`config.mk`:
```
export PLATFORM = sky130hd
export DESIGN_NAME = bram_fifo_ctrl_flat
export DESIGN_NICKNAME = d
export VERILOG_FILES = /design/src/rtl/bram_fifo_ctrl_if.sv /design/src/rtl/bram_fifo_ctrl.sv /design/src/flat_wrapper.sv
export SDC_FILE = /design/constraint.sdc
export NUM_CORES = 1
export LEC_CHECK = 0
export ABC_AREA = 0
export ABC_CLOCK_PERIOD_IN_PS = 3400
export BUFFER_PORTS_ARGS = -buffer_cell sky130_fd_sc_hd__buf_2
export CAP_MARGIN = 30
export CORE_ASPECT_RATIO = 1.4
export CORE_MARGIN = 2
export CORE_UTILIZATION = 35
export DETAILED_ROUTE_END_ITERATION = 6
export HOLD_SLACK_MARGIN = 0.08
export PLACE_DENSITY = 0.69
export SETUP_SLACK_MARGIN = 0.3
export SYNTH_ARGS = -nofsm -noshare
export SYNTH_HDL_FRONTEND = slang
export SYNTH_SLANG_ARGS = --single-unit
```
`constraint.sdc`:
```
create_clock -name clka_i -period 3.4 [get_ports clka_i]
set_input_delay 0.34 -clock clka_i [delete_from_list [all_inputs] [get_ports clka_i]]
set_output_delay 0.34 -clock clka_i [all_outputs]
set_load 0.02 [all_outputs]
```
`src/rtl/bram_fifo_ctrl_if.sv`:
```
`default_nettype none
// +----------------------------------------------------------------------------+
// | Module : bram_fifo_ctrl_if                                                 |
// | Desc   : Stream and BRAM-port bundle for bram_fifo_ctrl.                   |
// | Rev    : 1.0 - initial release                                             |
// +----------------------------------------------------------------------------+
interface bram_fifo_ctrl_if #(
  parameter int DATA_WIDTH = 32,
  parameter int DEPTH      = 16
);
  localparam int AW = $clog2(DEPTH);

  logic                  wr_valid;
  logic                  wr_ready;
  logic [DATA_WIDTH-1:0] wr_data;
  logic                  rd_valid;
  logic                  rd_ready;
  logic [DATA_WIDTH-1:0] rd_data;
  logic [AW+1:0]         level;
  logic [AW-1:0]         bram_addra;
  logic [DATA_WIDTH-1:0] bram_dina;
  logic                  bram_wea;
  logic [AW-1:0]         bram_addrb;
  logic                  bram_enb;
  logic [DATA_WIDTH-1:0] bram_doutb;

  // Environment side: producer, consumer and the BRAM read port.
  modport master (
    output wr_valid, wr_data, rd_ready, bram_doutb,
    input  wr_ready, rd_valid, rd_data, level,
    input  bram_addra, bram_dina, bram_wea, bram_addrb, bram_enb
  );

  // Controller side.
  modport slave (
    input  wr_valid, wr_data, rd_ready, bram_doutb,
    output wr_ready, rd_valid, rd_data, level,
    output bram_addra, bram_dina, bram_wea, bram_addrb, bram_enb
  );
endinterface
`default_nettype wire

```
`src/rtl/bram_fifo_ctrl.sv`:
```
`default_nettype none
// +----------------------------------------------------------------------------+
// | Module : bram_fifo_ctrl                                                    |
// | Desc   : FIFO controller around an external 1-cycle read-first SDP BRAM,   |
// |          re-timed through a 2-entry output buffer. Optional synchronous    |
// |          flush input enabled by macro BRAM_FIFO_FLUSH_EN.                  |
// | Rev    : 1.0 - initial release                                             |
// +----------------------------------------------------------------------------+
module bram_fifo_ctrl #(
  parameter int DATA_WIDTH = 32,
  parameter int DEPTH      = 16
) (
  input  wire logic       clka_i,
  input  wire logic       rst_n_i,
`ifdef BRAM_FIFO_FLUSH_EN
  input  wire logic       flush_i,
`endif
  bram_fifo_ctrl_if.slave bus
);
  localparam int AW = $clog2(DEPTH);
  localparam logic [AW:0] c_depth_ptr = (AW+1)'(DEPTH);

  logic [AW:0]           wr_ptr_q, wr_ptr_d;
  logic [AW:0]           rd_ptr_q, rd_ptr_d;
  logic                  inflight_q, inflight_d;
  logic                  obuf_head_q, obuf_head_d;
  logic [1:0]            obuf_cnt_q, obuf_cnt_d;
  logic [AW+1:0]         level_q, level_d;
  logic [DATA_WIDTH-1:0] obuf_q [2];

  logic [AW:0]           w_bram_cnt;
  logic                  w_wr_ready;
  logic                  w_rd_valid;
  logic                  w_push;
  logic                  w_pop;
  logic                  w_issue;
  logic                  w_flush;
  logic                  w_tail;
  logic [2:0]            w_occ;

`ifdef BRAM_FIFO_FLUSH_EN
  assign w_flush = flush_i;
`else
  assign w_flush = 1'b0;
`endif

  always_comb begin
    w_bram_cnt = wr_ptr_q - rd_ptr_q;
    w_wr_ready = (w_bram_cnt != c_depth_ptr);
    w_rd_valid = (obuf_cnt_q != 2'd0);
    w_push     = bus.wr_valid & w_wr_ready & ~w_flush;
    w_pop      = w_rd_valid & bus.rd_ready & ~w_flush;
    // A word already in flight reserves its output-buffer slot.
    w_occ      = {1'b0, obuf_cnt_q} + {2'b00, inflight_q} - {2'b00, w_pop};
    w_issue    = (w_bram_cnt != '0) & (w_occ < 3'd2) & ~w_flush;
    w_tail     = obuf_head_q ^ obuf_cnt_q[0];
  end

  always_comb begin
    wr_ptr_d    = wr_ptr_q + (AW+1)'(w_push);
    rd_ptr_d    = rd_ptr_q + (AW+1)'(w_issue);
    inflight_d  = w_issue;
    obuf_head_d = obuf_head_q ^ w_pop;
    obuf_cnt_d  = obuf_cnt_q + {1'b0, inflight_q} - {1'b0, w_pop};
    level_d     = level_q + (AW+2)'(w_push) - (AW+2)'(w_pop);
  end

  always_ff @(posedge clka_i or negedge rst_n_i) begin
    if (!rst_n_i) begin
      wr_ptr_q    <= '0;
      rd_ptr_q    <= '0;
      inflight_q  <= 1'b0;
      obuf_head_q <= 1'b0;
      obuf_cnt_q  <= 2'd0;
      level_q     <= '0;
    end else if (w_flush) begin
      wr_ptr_q    <= '0;
      rd_ptr_q    <= '0;
      inflight_q  <= 1'b0;
      obuf_head_q <= 1'b0;
      obuf_cnt_q  <= 2'd0;
      level_q     <= '0;
    end else begin
      wr_ptr_q    <= wr_ptr_d;
      rd_ptr_q    <= rd_ptr_d;
      inflight_q  <= inflight_d;
      obuf_head_q <= obuf_head_d;
      obuf_cnt_q  <= obuf_cnt_d;
      level_q     <= level_d;
    end
  end

  // The tail slot is never the head while a word is still being presented.
  for (genvar gi = 0; gi < 2; gi++) begin : g_obuf
    always_ff @(posedge clka_i or negedge rst_n_i) begin
      if (!rst_n_i) begin
        obuf_q[gi] <= '0;
      end else if (inflight_q && !w_flush && (w_tail == 1'(gi))) begin
        obuf_q[gi] <= bus.bram_doutb;
      end
    end
  end

  assign bus.wr_ready   = w_wr_ready;
  assign bus.rd_valid   = w_rd_valid;
  assign bus.rd_data    = obuf_q[obuf_head_q];
  assign bus.level      = level_q;
  assign bus.bram_addra = wr_ptr_q[AW-1:0];
  assign bus.bram_dina  = bus.wr_data;
  assign bus.bram_wea   = w_push;
  assign bus.bram_addrb = rd_ptr_q[AW-1:0];
  assign bus.bram_enb   = w_issue;

endmodule
`default_nettype wire

```
`src/flat_wrapper.sv`:
```
// flat-port wrapper written by rule: the top's interface ports become plain ports
module bram_fifo_ctrl_flat 
#(
  parameter int DATA_WIDTH = 32,
  parameter int DEPTH      = 16
)
  (clka_i, rst_n_i, bus_wr_valid, bus_wr_data, bus_rd_ready, bus_bram_doutb, bus_wr_ready, bus_rd_valid, bus_rd_data, bus_level, bus_bram_addra, bus_bram_dina, bus_bram_wea, bus_bram_addrb, bus_bram_enb);
  bram_fifo_ctrl_if #(.DATA_WIDTH(DATA_WIDTH), .DEPTH(DEPTH)) bus_i ();
  input  wire logic clka_i;
  input  wire logic rst_n_i;
  input wire logic [$bits(bus_i.wr_valid)-1:0] bus_wr_valid;
  input wire logic [$bits(bus_i.wr_data)-1:0] bus_wr_data;
  input wire logic [$bits(bus_i.rd_ready)-1:0] bus_rd_ready;
  input wire logic [$bits(bus_i.bram_doutb)-1:0] bus_bram_doutb;
  output wire logic [$bits(bus_i.wr_ready)-1:0] bus_wr_ready;
  output wire logic [$bits(bus_i.rd_valid)-1:0] bus_rd_valid;
  output wire logic [$bits(bus_i.rd_data)-1:0] bus_rd_data;
  output wire logic [$bits(bus_i.level)-1:0] bus_level;
  output wire logic [$bits(bus_i.bram_addra)-1:0] bus_bram_addra;
  output wire logic [$bits(bus_i.bram_dina)-1:0] bus_bram_dina;
  output wire logic [$bits(bus_i.bram_wea)-1:0] bus_bram_wea;
  output wire logic [$bits(bus_i.bram_addrb)-1:0] bus_bram_addrb;
  output wire logic [$bits(bus_i.bram_enb)-1:0] bus_bram_enb;
  assign bus_i.wr_valid = bus_wr_valid;
  assign bus_i.wr_data = bus_wr_data;
  assign bus_i.rd_ready = bus_rd_ready;
  assign bus_i.bram_doutb = bus_bram_doutb;
  assign bus_wr_ready = bus_i.wr_ready;
  assign bus_rd_valid = bus_i.rd_valid;
  assign bus_rd_data = bus_i.rd_data;
  assign bus_level = bus_i.level;
  assign bus_bram_addra = bus_i.bram_addra;
  assign bus_bram_dina = bus_i.bram_dina;
  assign bus_bram_wea = bus_i.bram_wea;
  assign bus_bram_addrb = bus_i.bram_addrb;
  assign bus_bram_enb = bus_i.bram_enb;
  bram_fifo_ctrl #(.DATA_WIDTH(DATA_WIDTH), .DEPTH(DEPTH)) u_core (.clka_i(clka_i), .rst_n_i(rst_n_i), .bus(bus_i));
endmodule
```
# Yosys cells after proc, flatten, opt, wreduce, memory -nomap -nowiden
# Cells that the tools add are included.
# Widths: inputs -> output; s select.
# totals
regBits	84
input_bits	68
elab_cells	34
# op_classes
addsub	9
n_lt_le_gt_ge	2
n_eq_ne	1
n_mux	3
bitwise_logic	7
reduce_logical	4
# ops
operator	n
$mux 32	3
$add 5x1->5	2
$add 6x1->6	1
$sub 6x1->6	1
$ne 5x5->1 const B	1
$reduce_bool 5->1	1
$sub 5x5->5	1
$add 2x1->3	1
$and 1x1->1	3
$lt 3x2->1 const B	1
$sub 3x1->3	1
$add 2x1->2	1
$ge 2x2->1 const B	1
$logic_and 1x1->1	2
$not 1->2	1
$reduce_bool 2->1	1
$sub 2x1->2	1
$xor 1x1->1	2
$not 1->1	1

# Logic depth before layout (Yosys ltp)
# Gate-level depths: netlist of run 1.
# logic_depth
word_depth	6
depth_mapped	13
mapped_depth_nobuf	13

# Least setup slack after synthesis of run 1
# Ideal clock, no wire load.
# synth_timing
path_type	flip-flop to flip-flop
from	reg u_core.obuf_cnt_q[0]
to	reg u_core.rd_ptr_q[4]
setup_time_ns	0.123
arrival_ns	3.309
path_slack_ns	-0.031
path_stages_with_launch	14
n_path_buf	0
period_less_slack_ns	3.431
path_cell_list	dfrtp_1 -> or2_2 -> and2_1 -> ha_1 -> inv_1 -> ha_1 -> inv_1 -> fa_1 -> inv_1 -> a211oi_1 -> ha_1 -> ha_1 -> nand3_1 -> xnor2_1
# synth_via
elab_chain_cells	6
word_cells_on_any_way	7
cone_classes	add/sub (3); order compare (1); bitwise (2); reduce/logical (1)
# synth_rtl
element	line	source
start: declaration	bram_fifo_ctrl.sv:27	logic [1:0] obuf_cnt_q, obuf_cnt_d;
start signal: assignment	bram_fifo_ctrl.sv:88	obuf_cnt_q <= obuf_cnt_d;
$reduce_bool 2->1	bram_fifo_ctrl.sv:50	w_rd_valid = (obuf_cnt_q != 2'd0);
net bus_rd_valid	flat_wrapper.sv:16	output wire logic [$bits(bus_i.rd_valid)-1:0] bus_rd_valid;
$and 1x1->1	bram_fifo_ctrl.sv:52	w_pop = w_rd_valid & bus.rd_ready & ~w_flush;
$sub 3x1->3	bram_fifo_ctrl.sv:54	w_occ = {1'b0, obuf_cnt_q} + {2'b00, inflight_q} - {2'b00, w_pop};
$lt 3x2->1	bram_fifo_ctrl.sv:55	w_issue = (w_bram_cnt != '0) & (w_occ < 3'd2) & ~w_flush;
$and 1x1->1	bram_fifo_ctrl.sv:55	
net bus_bram_enb	flat_wrapper.sv:23	output wire logic [$bits(bus_i.bram_enb)-1:0] bus_bram_enb;
$add 5x1->5	bram_fifo_ctrl.sv:61	rd_ptr_d = rd_ptr_q + (AW+1)'(w_issue);
net u_core.rd_ptr_d[4]	bram_fifo_ctrl.sv:24	logic [AW:0] rd_ptr_q, rd_ptr_d;
end signal: assignment	bram_fifo_ctrl.sv:85	rd_ptr_q <= rd_ptr_d;
end: declaration	bram_fifo_ctrl.sv:24	
# The timed path passes the listed nets, and every way through them passes these cells.
# A chain may end at the register's enable or synchronous reset.

# Final worst setup path of run 1
# layout_timing
from	reg u_core.obuf_cnt_q[1]
to	out bus_bram_enb
# layout_via
elab_chain_cells	5
word_cells_on_any_way	6
cone_classes	add/sub (2); order compare (1); bitwise (2); reduce/logical (1)
# layout_rtl
element	line
parallel branches: the longest is 2 deep, another holds $add 2x1->3	--
$sub 3x1->3 *	bram_fifo_ctrl.sv:54
$lt 3x2->1 *	bram_fifo_ctrl.sv:55
$and 1x1->1 *	bram_fifo_ctrl.sv:55
end: declaration	flat_wrapper.sv:23
# Mark *: on every way between the ends.

==> results.md, run 1 <==
Power and ir drop:
- Summed over all nets, the switching power comes to roughly 0.0023 W.
- Per report_power, the clock group accounts for ~16% of the total.
- The power share of the combinational group is 53.5%.
- The total internal power is 0.00380 W.
- The static power due to leakage is 2.41 nW.
- The power density of the placed cells is 1230 nW/um2.
- The maximum resistive drop on vdd is 0.000608 V.
- Sequential cells burn 30.3% of the power.
- The switching power share of the total is between 30 and 40%.

CTS:
- The clock passes through at most 2 buffers.
- TritonCTS built the clock tree.
- The CTS buffer count is 9.
- In this run the clock root is driven by a clkbuf_16.
- Counting every sink on the clock net gives 84.
- The H-tree generated during clock tree synthesis spans 3 levels.
- The clock transition time at the flip-flop clock pins of the worst setup and hold paths is 0.07 ns.
- The clock reaches the later pin of the worst-skew pair after 0.33 ns.

Drt:
- The average vias per placed instance is 4.60.
- The post-detailed-routing wire length is 7.82 mm.
- The number of DRC violations after detailed routing is 0.
- The total vias in the final route is 2384.
- The average routed wire per standard cell is about 15 um.
- The first detailed-routing pass took 4 iterations.
- After the first detailed-routing iteration, the DRC count stood at 20.
- The remaining number of nets flagged by the antenna check after routing is 0.

Synthesis:
- The share of the Yosys chip area taken by registers is around 49%.
- The number of nets handed over by synthesis was 398.
- The post-synthesis instance area is 4320 um2.
- For this run, the number of Yosys warnings is 0.
- The post-synthesis cell type count is 30.
- Of all flip-flops after synthesis, the portion carrying an async set or reset was 100%.
- The primary flip-flop cell chosen by synthesis mapping is dfrtp_1.
- The average footprint of a synthesized cell is 13.9 um2.
- The synthesized instance count is 312.
- The synthesized design contains 0 enable-type register cells.
- The synthesized flop and latch total is 84.

Global routing:
- For this run, the total global-route usage over all layers was measured as 12.6%.
- The pin count of the biggest net entering global routing is 44.
- The number of antenna violations at the first check in global routing is 0.
- The first global-routing pass estimated between 10 and 15 mm of wire.
- The via count of the first global-routing pass came to 2757.
- The total congestion overflow after global routing is 0.

Timing:
- Setup violations remaining at the end of the flow were counted as 0.
- The minimum clock period is slightly below 3 ns.
- Setup slack on the critical path of the routed design comes to 0.429 ns.
- Measured against its own limit, the worst slew margin works out to 45.0%.
- The worst-case clock skew is between 0.005 and 0.006 ns.
- Derived from the worst setup path, the maximum achievable clock frequency is around 0.34 GHz.
- The transition time at the pin with the least slew margin is 0.822 ns.
- Setup repair after global routing left no endpoint under its margin.
- The number of hold-slack violations in the final timing report is 0.
- In the final timing run, aggregate negative setup slack is 0 ns.
- The final max-slew violation count was 0.
- The final critical path takes up 87.4% of the cycle.

Final layout:
- Leaving out filler cells and counting taps, the final layout contains 518.
- The ratio of cells with drive above 1 in the final layout is 57.1%.
- Leaving out fill and tap cells, the most frequent cells in the layout are buf_2 (83), dfrtp_1 (83), mux2_2 (66), mux2_4 (30).
- The number of nets in the layout is 449.
- The synthesis-to-layout area growth is 14.9%.
- 0 antenna diodes ended up in the layout.

Placed design:
- The half-perimeter wire length after placement is 5.46 mm.
- The number of input and output port buffers inserted is 85.
- At the end of routability-driven placement, the weighted congestion stood at between 0.7 and 0.8.
- The setup slack at placement is 0.357 ns.
- Including well taps, the total number of placed cells is between 400 and 500.

Critical path:
- The worst setup path is captured at an output pin.
- At the worst endpoint, the arrival time is between 2 and 3 ns.
- STA classifies the critical path startpoint as a flip-flop.
- The number of cells on the worst reg-to-reg path is 13.
- Data on the critical path is required at its endpoint by 3.06 ns.
- The setup path with the least slack is of type flip-flop to output pin.
- In this run the worst path has a maximum fanout of 3.

Status:
- The flow ran to the end, and the final reports show no timing, DRC or antenna violations.

Floorplanning:
- The initial standard-cell utilization of the core is between 30% and 40%.
- The placement row count is 48.
- The number of top-level pins is 150.
- The floorplan step defined a core boundary enclosing 12200 um2.
- The height of the die is 135 um.
- In this run the horizontal extent of the chip is 97.9 um.
- The die covers 13300 um2.

Worst hold path:
- The kind of path behind the tightest hold check is primary input to flip-flop.
- The hold path depth is 2.

Run:
- Max-cap violations in this run came to 0.
==> flip-flops by register name, summed over array words and instances, names as in the netlist <==
signal and flops:
u_core.obuf_q 64, u_core.obuf_cnt_q 2, u_core.wr_ptr_q 5, u_core.inflight_q 1, u_core.bus.level 6, u_core.obuf_head_q 1, u_core.rd_ptr_q 5
==> Yosys cell counts (2+ instances only) <==
cell type,n,share of area [%]
buf_4,41,7.1
a21o_1,2,0.35
inv_1,16,1.4
nor2b_1,2,0.29
ha_1,16,4.6
o211ai_1,2,0.35
or2_2,2,0.29
fa_1,2,0.93
nand2_1,4,0.35
mux2_2,66,17
dfrtp_1,84,49
buf_2,6,0.69
xnor2_1,10,2.0
mux2_4,30,10
buf_6,4,1.0
xor2_1,6,1.2
a21oi_1,3,0.35
nand3_1,4,0.46
==> metrics by stage <==
| stage | cell area [um2] | total power (W) | hold WS (ns) | utilization, % |
|---|---|---|---|---|
| 2_1_floorplan | 4330 | 0.00443 | 0.0444 | - |
| 3_3_place_gp | 4600 | 0.00498 | 0.482 | 37.7 |
| 3_5_place_dp | 4620 | 0.00513 | 0.371 | 37.9 |
| 4_1_cts | 4950 | 0.00619 | 0.239 | 40.6 |
| 5_1_grt | 4960 | 0.00655 | 0.239 | 40.7 |
| 6_report | 4960 | 0.00610 | 0.251 | 40.7 |
==> what timing repair did <==
action	CTS	global route
gates resized for setup	2	3
setup buffers	2	0
pin swaps	0	1
hold endpoints to repair	42	0
hold buffers	1	0
endpoints found under the setup margin	1	2
==> power groups by stage <==
stage | logic (W) | clock network (W) | registers (W)
floorplan | 0.00261 | 0 | 0.00182
global placement | 0.00315 | 0 | 0.00183
detailed placement | 0.00325 | 0 | 0.00188
CTS | 0.00331 | 0.00103 | 0.00185
global route | 0.00355 | 0.00107 | 0.00193
finish | 0.00326 | 0.000984 | 0.00185
==> worst max-delay path, stage by stage (launching register included) <==
cell	delay, ns
dfrtp_1	0.39
or2_2	0.29
and2_4	0.17
ha_1	0.27
inv_1	0.06
ha_1	0.14
inv_1	0.05
fa_2	0.51
inv_1	0.07
a211oi_4	0.21
buf_6	0.16
==> cell type report <==
type,instances,area (um2)
timing repair buffer,91,507
clock inverter,4,47.5
multi-input combinational,161,1800
inverter,16,60.1
tap,150,188
clock buffer,12,256
fill,1177,7230
sequential,84,2100
==> logic make-up after synthesis <==
group,after synthesis,synth area share [%]
and+or+nand+nor,19,2.55
xor gates and xnor gates,17,3.62
AOI/OAI and AO/OA,11,1.77
buffers and inverters,67,10.2
DFF,84,48.6
adders and majority gates,18,5.56
muxes,96,27.6
==> layer usage <==
layer | vias up | GRT usage [%] | routed length (um) | part of all wire [%]
li1 | 1114 | - | - | -
met1 | 1201 | 14.2 | 3140 | 40
met2 | 62 | 22.2 | 4170 | 53
met3 | 7 | 3.92 | 410 | 5.2
met4 | 0 | 4.71 | 94 | 1.2
met5 | - | 0 | 0 | 0
==> worst paths after layout <==
check / startpoint / end / slack, ns
worst max-delay path: u_core.obuf_cnt_q[1] / bus_bram_enb / 0.43
worst min-delay path: bus_bram_doutb[17] / u_core.obuf_q[17] / 0.25
worst max register to register: u_core.obuf_cnt_q[1] / u_core.rd_ptr_q[4] / 0.49
worst min register to register: u_core.wr_ptr_q[4] / u_core.wr_ptr_q[4] / 0.49
max in group asynchronous: rst_n_i / u_core.obuf_head_q / 2.22
min in group asynchronous: rst_n_i / u_core.obuf_q[7] / 0.54
(Power assumes the default switching activity.)
==> inputs of run 2 (changes only) <==
ABC_CLOCK_PERIOD_IN_PS = 3320   (was 3400)
clock period = 3.32 ns   (was 3.4 ns; I/O delays follow)
==> run 2 against run 1 <==
Total power increased by 5.4%. Sequential power is 2% higher. Worst setup slack improved by 0.0015 ns. Via count rose by 2.5%. Critical endpoint unchanged.
==> results.md, run 2 (synthesis results as in run 1) <==
Floorplanning:
- Row generation in the floorplan step produced 48 rows.
- The standard cell core area is 12200 um2.
- The height of the die is 135 um.
- The number of top-level pins is 150.
- The area of the die is roughly 13000 um2.
- For this configuration, the core starts out at a cell density of between 30% and 40%.
- The die is 97.9 um wide.

Global routing:
- In the global route stage, met3 resource usage came out at around 3.6%.
- For this run the aggregate overflow at the end of global routing stands at 0.
- The number of antenna violations at the first check in global routing is 0.
- The pin count of the biggest net entering global routing is 57.
- The via count of the first global-routing pass is about 2800.
- The first global-routing pass estimated 13.3 mm of wire.
- The total global routing track utilization is 12.6%.
- met2 is the most crowded layer.
- The routing usage on met1 is a little over an eighth.
- Global routing consumed, on the met2 layer, between 20 and 25% of the routing resources.

Power and ir drop:
- The share of total power dissipated in combinational logic is between 50 and 60%.
- The share of total power dissipated in the clock network is 17.7%.
- Internal power comes to 0.00403 W.
- The analysis attributes to cell leakage a power of 2.43 nW.
- The switching power share of the total is 37.2%.
- IR analysis of the VDD net gives a maximum drop of 0.000670 V.
- Per report_power, the sequential group accounts for 29.4% of the total.
- The power density of the placed cells is 1280 nW/um2.
- The analysis attributes to net switching a power of 0.00239 W.

Critical path:
- STA classifies the critical path endpoint as an output pin.
- The largest individual stage delay along the critical path comes from the cell fa_2.
- Traced cell by cell, the critical path runs through or2_4, and2_4, ha_4, inv_2, ha_4, inv_2, fa_2, xor2_2, a211oi_4, buf_6.
- The sort of element at the start of the critical path is a flip-flop.
- At the worst endpoint, the arrival time is 2.56 ns.
- The required time of the critical path is 2.99 ns.
- The top fanout value on the critical path is 3.
- The critical path start-end classification is flip-flop to output pin.
- The largest single stage delay on the critical path is 0.39 ns.

Drt:
- The average vias per placed instance is 4.68.
- In the routed design, unresolved DRC markers number 0.
- For this block, the initial DRC count from the detailed router was 36.
- Before antenna repair, the detailed router went through 3 iterations.
- The post-detailed-routing wire length is 7.85 mm.
- Dividing the detail-routed wire length by the instance count gives 15.0 um.
- The remaining number of nets flagged by the antenna check after routing is 0.
- The total vias in the final route is roughly 2400.

Placed design:
- The number of input and output port buffers inserted is 85.
- The placer congestion estimate is just under 0.7.
- The half-perimeter wire length after placement is approximately 5.4 mm.
- The number of cells after detailed placement is 500.
- The cell area reported after detailed placement is ~4600 um2.
- Before CTS, the worst setup slack after placement is 0.366 ns.

Final layout:
- After the flow finishes, the layout carries non-filler instances totaling around 520.
- The number of inserted diodes is 0.
- For this run, the post-layout net count is 453.
- The flip-flop count of the largest register, all copies and words added is 64.
- The final design area excluding fillers is around 5000 um2.
- The largest register by flop count is u_core.obuf_q.
- Cells with a size suffix above 1 make up 59.1% of the layout.
- In the layout the commonest cells are buf_2 (83), dfrtp_1 (83), mux2_2 (66), mux2_4 (30).
- The synthesis-to-layout area growth is 16.5%.
- The final core utilization is slightly above 40%.

Timing:
- The clock arrives with 0.00618 ns of skew.
- The final max-slew violation count came to 0.
- Setup repair after global routing left no endpoint under its margin.
- Dividing the final minimum period by the clock period gives just under 90%.
- The post-layout worst setup margin is 0.431 ns.
- Setup violations remaining at the end of the flow were counted as 0.
- For the final routed database, the setup TNS stands at 0 ns.
- Counting I/O delays and the setup requirement, the final critical path takes 2.89 ns.
- Measured against its own limit, the worst slew margin works out to 52.5%.
- At the pin with the least slew margin, the transition time is about 0.71 ns.
- The timing-limited maximum frequency is about 0.35 GHz.
- The number of hold-slack violations in the final timing report is 0.

Status:
- The run finished with clean final reports.

Run:
- The number of max-cap violations is 0.

CTS:
- CTS saw 84 sinks.
- TritonCTS built the clock tree.
- At the later pin of the worst-skew pair, clock insertion delay measures 0.34 ns.
- The clock transition time at the flip-flop clock pins of the worst setup and hold paths is roughly 0.070 ns.
- The worst-case clock buffer depth is 2.
- The cell chosen for the clock root is clkbuf_16.
- The number of clock buffers added by TritonCTS is 9.
- The number of H-tree branching levels is 3.

Worst hold path:
- The kind of path behind the tightest hold check is primary input to flip-flop.
==> run 2: final timing paths <==
path	startpoint	end	slack [ns]	cells after the start
worst max-delay path	u_core.obuf_cnt_q[1]	bus_bram_enb	0.43	10
worst min register to register	u_core.rd_ptr_q[4]	u_core.rd_ptr_q[4]	0.50	1
worst max register to register	u_core.obuf_cnt_q[1]	u_core.rd_ptr_q[4]	0.51	13
worst min-delay path	bus_bram_doutb[29]	u_core.obuf_q[29]	0.24	2
min in group asynchronous	rst_n_i	u_core.obuf_q[7]	0.60	2
max in group asynchronous	rst_n_i	u_core.obuf_q[25]	1.99	3
==> run 2: layer usage <==
metal | part of all wire, % | routed length, um
met5 | 0 | 0
met4 | 3.0 | 235
met3 | 5.1 | 401
met2 | 51 | 4010
met1 | 41 | 3200
==> run 2: area by class of cell <==
| type | instances | area, um2 |
|---|---|---|
| inverter | 16 | 60.1 |
| sequential | 84 | 2100 |
| clock buffer | 10 | 229 |
| timing repair buffer | 95 | 512 |
| multi-input combinational | 161 | 1830 |
| fill | 1164 | 7160 |
| clock inverter | 6 | 111 |
| tap | 150 | 188 |
==> run 2: per-stage QoR <==
step | hold slack, ns | power, W
floorplan | 0.0364 | 0.00454
global placement | 0.431 | 0.00510
detailed placement | 0.442 | 0.00524
CTS | 0.226 | 0.00646
global route | 0.226 | 0.00688
finish | 0.238 | 0.00643
==> run 2: what timing repair did <==
action                                 CTS  global route
hold buffers                             1             0
pin swaps                                1             5
resized for setup                        2             9
buffers inserted                         2             3
endpoints found under the hold margin    9             0
cloned                                   0             0
setup endpoints to repair                1             2
==> run 2: power groups by stage <==
stage                     sequential [W]  clock [W]  combinational, W
after floorplan                  0.00187          0           0.00268
after global placement           0.00188          0           0.00323
after detailed placement         0.00192          0           0.00333
after CTS                        0.00189    0.00118           0.00339
after global routing             0.00196    0.00122           0.00370
final                            0.00189    0.00114           0.00340
==> run 2: critical path: cells and delay by family, from the launching register on <==
family | cells | cell delay, ns
fa+ha+maj | 3 | 0.72
simple gates | 2 | 0.40
flops | 1 | 0.38
compound gates | 1 | 0.27
buf+inv | 3 | 0.25
xor+xnor | 1 | 0.20
